===== config.mk =====
export PLATFORM = sky130hd
export DESIGN_NAME = history_serializer_flat
export DESIGN_NICKNAME = d
export VERILOG_FILES = /design/src/rtl/history_serializer_if.sv /design/src/rtl/history_serializer.sv /design/src/flat_wrapper.sv
export SDC_FILE = /design/constraint.sdc
export NUM_CORES = 1
export LEC_CHECK = 0
export BUFFER_PORTS_ARGS = -buffer_cell sky130_fd_sc_hd__buf_2
export CORE_ASPECT_RATIO = 0.9
export CORE_MARGIN = 2
export CORE_UTILIZATION = 56
export CTS_CLUSTER_SIZE = 20
export DETAILED_ROUTE_END_ITERATION = 16
export GPL_ROUTABILITY_DRIVEN = 1
export PLACE_DENSITY = 0.82
export SYNTH_ARGS = -nofsm -noshare
export SYNTH_HDL_FRONTEND = slang
export SYNTH_SLANG_ARGS = --single-unit

===== constraint.sdc =====
create_clock -name clk_in -period 2.73 [get_ports clk_in]
set_input_delay 0.546 -clock clk_in [delete_from_list [all_inputs] [get_ports clk_in]]
set_output_delay 0.546 -clock clk_in [all_outputs]
set_load 0.02 [all_outputs]

===== src/rtl/history_serializer_if.sv =====
// Output beat stream of the history serializer: data/last qualified by valid,
// with downstream ready flowing back.
interface history_serializer_if #(
    parameter int DATA_W = 8
);
    logic [DATA_W-1:0] out_data;
    logic              out_valid;
    logic              out_last;
    logic              out_ready_in;

    modport master (output out_data, output out_valid, output out_last, input out_ready_in);
    modport slave  (input out_data, input out_valid, input out_last, output out_ready_in);
endinterface


===== src/rtl/history_serializer.sv =====
// Snapshots the four tracker history entries on request and replays the
// valid-prefix entries one per beat on a valid/ready stream.
module history_serializer #(
    parameter int DATA_W       = 8,
    parameter bit OLDEST_FIRST = 1'b0
) (
    input  logic                  clk_in,
    input  logic                  reset_in,
    input  logic [DATA_W-1:0]     hist_0_in,
    input  logic [DATA_W-1:0]     hist_1_in,
    input  logic [DATA_W-1:0]     hist_2_in,
    input  logic [DATA_W-1:0]     hist_3_in,
    input  logic                  hist_valid_0_in,
    input  logic                  hist_valid_1_in,
    input  logic                  hist_valid_2_in,
    input  logic                  hist_valid_3_in,
    input  logic                  snap_req_in,
    history_serializer_if.master  out_if,
    output logic                  busy,
    output logic                  snap_empty,
    output logic                  snap_drop
);
    typedef enum logic {IDLE, SEND} state_e;

    state_e            state_q;
    logic [DATA_W-1:0] hist_w   [4];
    logic [DATA_W-1:0] shadow_q [4];
    logic [2:0]        count_q;
    logic [1:0]        idx_q;
    logic [DATA_W-1:0] out_data_q;
    logic              out_valid_q;
    logic              out_last_q;
    logic              snap_empty_q;
    logic              snap_drop_q;

    logic [2:0]        req_count;
    logic [1:0]        first_idx;
    logic [1:0]        next_idx;
    logic [1:0]        last_idx;

    assign hist_w[0] = hist_0_in;
    assign hist_w[1] = hist_1_in;
    assign hist_w[2] = hist_2_in;
    assign hist_w[3] = hist_3_in;

    // Count only the unbroken run of valid flags starting at the newest entry.
    always_comb begin
        // NOTE: every combinational output gets a default first so no path leaves it unassigned (no latch).
        req_count = 3'd0;
        if (hist_valid_0_in) begin
            req_count = 3'd1;
            if (hist_valid_1_in) begin
                req_count = 3'd2;
                if (hist_valid_2_in) begin
                    req_count = hist_valid_3_in ? 3'd4 : 3'd3;
                end
            end
        end
        first_idx = OLDEST_FIRST ? 2'(req_count - 3'd1) : 2'd0;
        next_idx  = OLDEST_FIRST ? idx_q - 2'd1 : idx_q + 2'd1;
        last_idx  = OLDEST_FIRST ? 2'd0 : 2'(count_q - 3'd1);
    end

    always_ff @(posedge clk_in) begin
        if (reset_in) begin
            // NOTE: sequential state uses non-blocking assignments so every register samples pre-edge values.
            state_q      <= IDLE;
            count_q      <= 3'd0;
            idx_q        <= 2'd0;
            out_data_q   <= '0;
            out_valid_q  <= 1'b0;
            out_last_q   <= 1'b0;
            snap_empty_q <= 1'b0;
            snap_drop_q  <= 1'b0;
            // NOTE: the shadow is only four words, so it is reset too and never holds stale data after reset.
            for (int i = 0; i < 4; i++) shadow_q[i] <= '0;
        end else begin
            snap_empty_q <= 1'b0;
            snap_drop_q  <= 1'b0;
            case (state_q)
                IDLE: begin
                    if (snap_req_in) begin
                        for (int i = 0; i < 4; i++) shadow_q[i] <= hist_w[i];
                        count_q <= req_count;
                        if (req_count == 3'd0) begin
                            snap_empty_q <= 1'b1;
                        end else begin
                            state_q     <= SEND;
                            idx_q       <= first_idx;
                            out_valid_q <= 1'b1;
                            out_data_q  <= hist_w[first_idx];
                            out_last_q  <= (req_count == 3'd1);
                        end
                    end
                end
                SEND: begin
                    if (snap_req_in) snap_drop_q <= 1'b1;
                    if (out_if.out_ready_in) begin
                        if (idx_q == last_idx) begin
                            state_q     <= IDLE;
                            out_valid_q <= 1'b0;
                            out_data_q  <= '0;
                            out_last_q  <= 1'b0;
                        end else begin
                            idx_q      <= next_idx;
                            out_data_q <= shadow_q[next_idx];
                            out_last_q <= (next_idx == last_idx);
                        end
                    end
                end
                default: state_q <= IDLE;
            endcase
        end
    end

    assign out_if.out_data  = out_data_q;
    assign out_if.out_valid = out_valid_q;
    assign out_if.out_last  = out_last_q;
    assign busy             = (state_q == SEND);
    assign snap_empty       = snap_empty_q;
    assign snap_drop        = snap_drop_q;
endmodule


===== src/flat_wrapper.sv =====
// flat-port wrapper written by rule: the top's interface ports become plain ports
module history_serializer_flat 
#(
    parameter int DATA_W       = 8,
    parameter bit OLDEST_FIRST = 1'b0
)
  (clk_in, reset_in, hist_0_in, hist_1_in, hist_2_in, hist_3_in, hist_valid_0_in, hist_valid_1_in, hist_valid_2_in, hist_valid_3_in, snap_req_in, busy, snap_empty, snap_drop, out_if_out_data, out_if_out_valid, out_if_out_last, out_if_out_ready_in);
  history_serializer_if #(.DATA_W(DATA_W)) out_if_i ();
  input  logic clk_in;
  input  logic reset_in;
  input  logic [DATA_W-1:0] hist_0_in;
  input  logic [DATA_W-1:0] hist_1_in;
  input  logic [DATA_W-1:0] hist_2_in;
  input  logic [DATA_W-1:0] hist_3_in;
  input  logic hist_valid_0_in;
  input  logic hist_valid_1_in;
  input  logic hist_valid_2_in;
  input  logic hist_valid_3_in;
  input  logic snap_req_in;
  output logic busy;
  output logic snap_empty;
  output logic snap_drop;
  output wire logic [$bits(out_if_i.out_data)-1:0] out_if_out_data;
  output wire logic [$bits(out_if_i.out_valid)-1:0] out_if_out_valid;
  output wire logic [$bits(out_if_i.out_last)-1:0] out_if_out_last;
  input wire logic [$bits(out_if_i.out_ready_in)-1:0] out_if_out_ready_in;
  assign out_if_out_data = out_if_i.out_data;
  assign out_if_out_valid = out_if_i.out_valid;
  assign out_if_out_last = out_if_i.out_last;
  assign out_if_i.out_ready_in = out_if_out_ready_in;
  history_serializer #(.DATA_W(DATA_W), .OLDEST_FIRST(OLDEST_FIRST)) u_core (.clk_in(clk_in), .reset_in(reset_in), .hist_0_in(hist_0_in), .hist_1_in(hist_1_in), .hist_2_in(hist_2_in), .hist_3_in(hist_3_in), .hist_valid_0_in(hist_valid_0_in), .hist_valid_1_in(hist_valid_1_in), .hist_valid_2_in(hist_valid_2_in), .hist_valid_3_in(hist_valid_3_in), .snap_req_in(snap_req_in), .out_if(out_if_i), .busy(busy), .snap_empty(snap_empty), .snap_drop(snap_drop));
endmodule

* Yosys cells after proc, flatten, opt, wreduce, memory -nomap -nowiden
Memory sizes are Yosys's and may differ from the RTL's.
Cells that the tools add are included.
** Storage, ports and cells
- Register bits :: 17
- Bits in writable memories :: 32
- Memories kept :: 1
** Cells by class
- Add/subtract/negate cells :: 2
- Equality and inequality tests :: 8
- Mux-type cells :: 40
- Bitwise operators :: 6
- Reductions and logical operators :: 7
** Memory list
- u_core.shadow_q :: depth 4, width 8, read ports 1, clocked after Yosys merged registers in 0, wr ports 4, RTL line history_serializer.sv:27 : logic [DATA_W-1:0] shadow_q [4];
** Operators by type and width (number)
- 8-bit 2-to-1 mux :: 8
- 1-bit 2-to-1 mux :: 19
- 8-bit one-hot mux with 2 select lines :: 1
- 3-bit 2-to-1 mux :: 4
- 2-bit != test (second input constant) :: 5
- 2-bit 2-to-1 mux :: 4
- 4-bit AND reduction :: 2
- 1-bit one-hot mux with 2 select lines :: 3
- 2-bit equality test :: 2
- 1-bit OR :: 4
- 2-bit one-hot mux with 2 select lines :: 1
- 3-bit by 1-bit equality test with 1-bit output (second input constant) :: 1
- 3-bit logical NOT :: 1
- 3-bit AND reduction :: 1
- 3-bit OR reduction :: 1
- 2-bit by 1-bit adder with 2-bit output (second input constant) :: 1
- 1-bit NOT :: 2
- 2-bit AND reduction :: 1
- 2-bit OR reduction :: 1
- 2-bit by 1-bit subtractor with 2-bit output (second input constant) :: 1

* Depth between registers and ports, before layout
- Depth in word-level cells :: 8
- Mapped depth :: 5

* Worst setup path after synthesis
Ideal clock, no wire load.
- Path kind :: input to register
- Start :: input reset_in
- End :: memory u_core.shadow_q[0][0] (enable)
- Library setup time :: 387 ps
- Arrival time :: 1563 ps
- Data required time :: 2343 ps
- Setup slack :: 781 ps
- Stages on the path :: 3
- Buffers on the path :: 1
- Cells stage by stage :: clkbuf_1 > a21oi_1 > inv_1
** RTL lines
- start: declaration :: RTL line flat_wrapper.sv:10 : input logic reset_in;
- end: declaration :: RTL line history_serializer.sv:27

* Final worst setup path
- Start :: register u_core.idx_q[0]
- End :: register u_core.out_data_q[1] (netlist: u_core.out_if.out_data[1])
** On the way
- Longest elaborated chain between the ends :: 5
- Elaborated cells between the ends (all ways) :: 6
- Those cells by class :: 1 x add/sub; 1 x eq/ne; 3 x mux; 1 x memory
** Ends and longest elaborated chain
- start: declaration :: RTL line history_serializer.sv:29 : logic [1:0] idx_q;
- start signal: assignment :: RTL line history_serializer.sv:89 : idx_q <= first_idx;
- start signal: assignment :: RTL line history_serializer.sv:105 : idx_q <= next_idx;
- 2-bit by 1-bit adder with 2-bit output :: RTL line history_serializer.sv:60 : next_idx = OLDEST_FIRST ? idx_q - 2'd1 : idx_q + 2'd1;
- memory read 4 x 8 bit
- 8-bit 2-to-1 mux * :: RTL line history_serializer.sv:99 : if (idx_q == last_idx) begin
- 8-bit 2-to-1 mux * :: RTL line history_serializer.sv:98 : if (out_if.out_ready_in) begin
- 8-bit one-hot mux with 2 select lines * :: RTL line history_serializer.sv:80 : case (state_q)
- end signal: assignment :: RTL line history_serializer.sv:91 : out_data_q <= hist_w[first_idx];
- end signal: assignment :: RTL line history_serializer.sv:106 : out_data_q <= shadow_q[next_idx];
- end: declaration :: RTL line history_serializer.sv:30 : logic [DATA_W-1:0] out_data_q;
Every way passes the cells marked *; elsewhere a longest branch is shown, timed or not. The select of a mux whose other input is x is not followed.
A chain may end at the register's enable or synchronous reset.

==> flow_summary.ini <==
[outcome]
status = finished, final reports clean

[power]
ir_worst_vdd_v = 0.000374
power_leakage_nw = 1.03
p_per_area_nw_per_um2 = 577

[logic_synthesis]
synth_fp_nets = 202
ys_seq_elements = 49
synth_area_per_cell_sq_um = 13.2
ys_seq_area_frac = 0.610
synth_warnings = 0
syn_inst = 162
syn_area_sq_um = 2130
synth.distinct_cells = 35

[clock_tree]
cts_tree = built
clock_sinks = 49
cts_max_level = 2
clk_latency_ns = 0.30
cts_root_buffer = clkbuf_8
clock_path_buffers = 2
cts_setup_buffers = 0
cts_buffers = 5
clk_pin_slew_ns = 0.08
cts_hold_buf = 0
cts_resized = 0

[floorplanning]
dieArea_sq_um = 4320
start_util = 0.580
io_pins = 53
core_sq_um = 3680
die_x_um = 69.1
fp.dieH_um = 62.6
std_cell_rows = 21

[setup_path]
worst_ep_required_time_ns = 2.95
end_kind = flop
worst-setup-path-type = reg -> reg
cp.arrival_ns = 1.96
crit_path_max_fanout = 14
cp-start-kind = flop

[place]
place_inst = 254
io_buffers = 52
dp_hpwl_um = 2920
place_congestion = 0.828
place_ws_ns = 0.932

[routing]
drc = 0
drt_pass1_iterations = 4
vias_per_cell = 5.72
ant_nets = 0
dr_total_vias = 1499
wirelength_um = 4210
drt_iter0_drc = 93
wire_per_inst_um = 16.1

[grt]
grt_max_degree = 33
grt_remaining_overflow = 0
grt_pass1_vias = 1457
grt_use_total = 0.202
antenna_found_initial = 0
grt_pass1_wl_um = 6780

[finish]
mostFrequentLayoutCells = buf_2 (52), and2_1 (33), edfxtp_1 (32)
final_common_cell = buf_2
fin_nets = 255
synthToLayoutAreaGrowth_pct = 18.5
final_cell_count_no_fill = 262
n_antenna_cell = 0
layout-drive-gt1-share = 0.347

[sta]
rsz0062_at_grt = no
hold_ws_ns = 0.470
worst_slack_ns = 0.992
maxSlewViolCount = 0
setup_viol_count_final = 0
finalHoldViolations = 0
tightestPinTransition_ns = 0.653
fin_crit_sh = 0.637
fin_crit_ns = 1.74
fin_tns_setup_ns = 0
slew_headroom = 0.564
max_freq_mhz = 575
skew_ns = 0.00637

[worst_hold_path]
hold_class = reg -> reg

[run]
maxCapViolCount = 0
-- Yosys cell counts --
library cell	n	area, sq um
buf_2	4	20.0
a21oi_1	11	55.1
o211ai_1	1	7.51
a211oi_1	1	7.51
inv_1	3	11.3
nor2_1	2	7.51
xor2_1	1	8.76
and2_1	33	206
nor3_1	1	5.00
mux4_2	8	180
nor3b_2	2	25.0
edfxtp_1	32	961
buf_1	1	3.75
o21bai_1	1	7.51
clkbuf_1	5	18.8
a31oi_1	1	6.26
o2111a_1	1	11.3
nor2b_1	3	18.8
o32a_1	1	10.0
a22oi_1	8	60.1
nand2b_1	2	12.5
a211o_1	1	8.76
mux2i_1	1	10.0
nor3_2	1	10.0
a32o_1	1	10.0
and3b_1	1	8.76
nand3_1	8	40.0
nor4bb_1	1	10.0
nor3b_1	1	7.51
or2_4	1	8.76
nand2_1	4	15.0
o21ai_0	1	5.00
nor2_2	1	6.26
a22o_1	1	8.76
dfxtp_1	17	340
-- per-layer routing --
layer	global-route usage	up-vias	routed length, um
met4	0.0588	0	28
met3	0.0677	2	327
li1	-	704	-
met5	0	-	0
met1	0.243	731	1650
met2	0.346	62	2200
-- path summary, 6_finish.rpt --
kind / start / to / slack [ns] / depth (start not counted)
setup / recovery: u_core.idx_q[0] / u_core.out_if.out_data[1] / 0.99 / 5
hold / removal: u_core.out_if.out_valid / u_core.out_if.out_valid / 0.47 / 2
setup reg to reg: u_core.idx_q[0] / u_core.out_if.out_data[1] / 0.99 / 5
hold reg to reg: u_core.out_if.out_valid / u_core.out_if.out_valid / 0.47 / 2
-- critical path, cell delays in order, from the launching register on --
cell and delay [ns]:
dfxtp_1 0.75, nor2b_1 0.14, mux2i_1 0.27, buf_4 0.23, nand3_1 0.09, a21oi_1 0.19
-- stage by stage --
stage	utilization	area (sq um)	power, W
2_1_floorplan	-	2130	0.000981
3_3_place_gp	0.663	2440	0.00104
3_5_place_dp	0.663	2440	0.00105
4_1_cts	0.687	2530	0.00147
5_1_grt	0.687	2530	0.00152
6_report	0.687	2530	0.00146
-- power by group --
group	switching [W]	internal, W	total, W
registers	0.0000240	0.000845	0.000869
logic	0.0000880	0.0000773	0.000165
clock network	0.000218	0.000207	0.000425
-- state kept, by name, indices dropped and copies added, names as in the netlist --
signal                   count
u_core.out_if.out_last       1
u_core.busy                  1
u_core.idx_q                 2
u_core.shadow_q             32
u_core.count_q               2
u_core.out_if.out_data       8
u_core.snap_drop             1
u_core.snap_empty            1
u_core.out_if.out_valid      1
-- cells by family (layout without fill, tap and decap cells) --
family / Yosys count / after routing / synth area share
muxes: 9 / 9 / 0.0891
buffers and inverters: 13 / 67 / 0.0252
xor gates and xnor gates: 1 / 1 / 0.00411
AOI/OAI and AO/OA: 29 / 29 / 0.0927
and+or+nand+nor: 61 / 61 / 0.179
DFF: 49 / 49 / 0.610
-- final cells by class --
class	instances	area [sq um]
fill	275	1150
sequential	49	1300
tap	46	57.6
clock buffer	8	90.1
multi-input combinational	100	778
timing repair buffer	56	290
inverter	3	11.3
(Power assumes the default switching activity.)
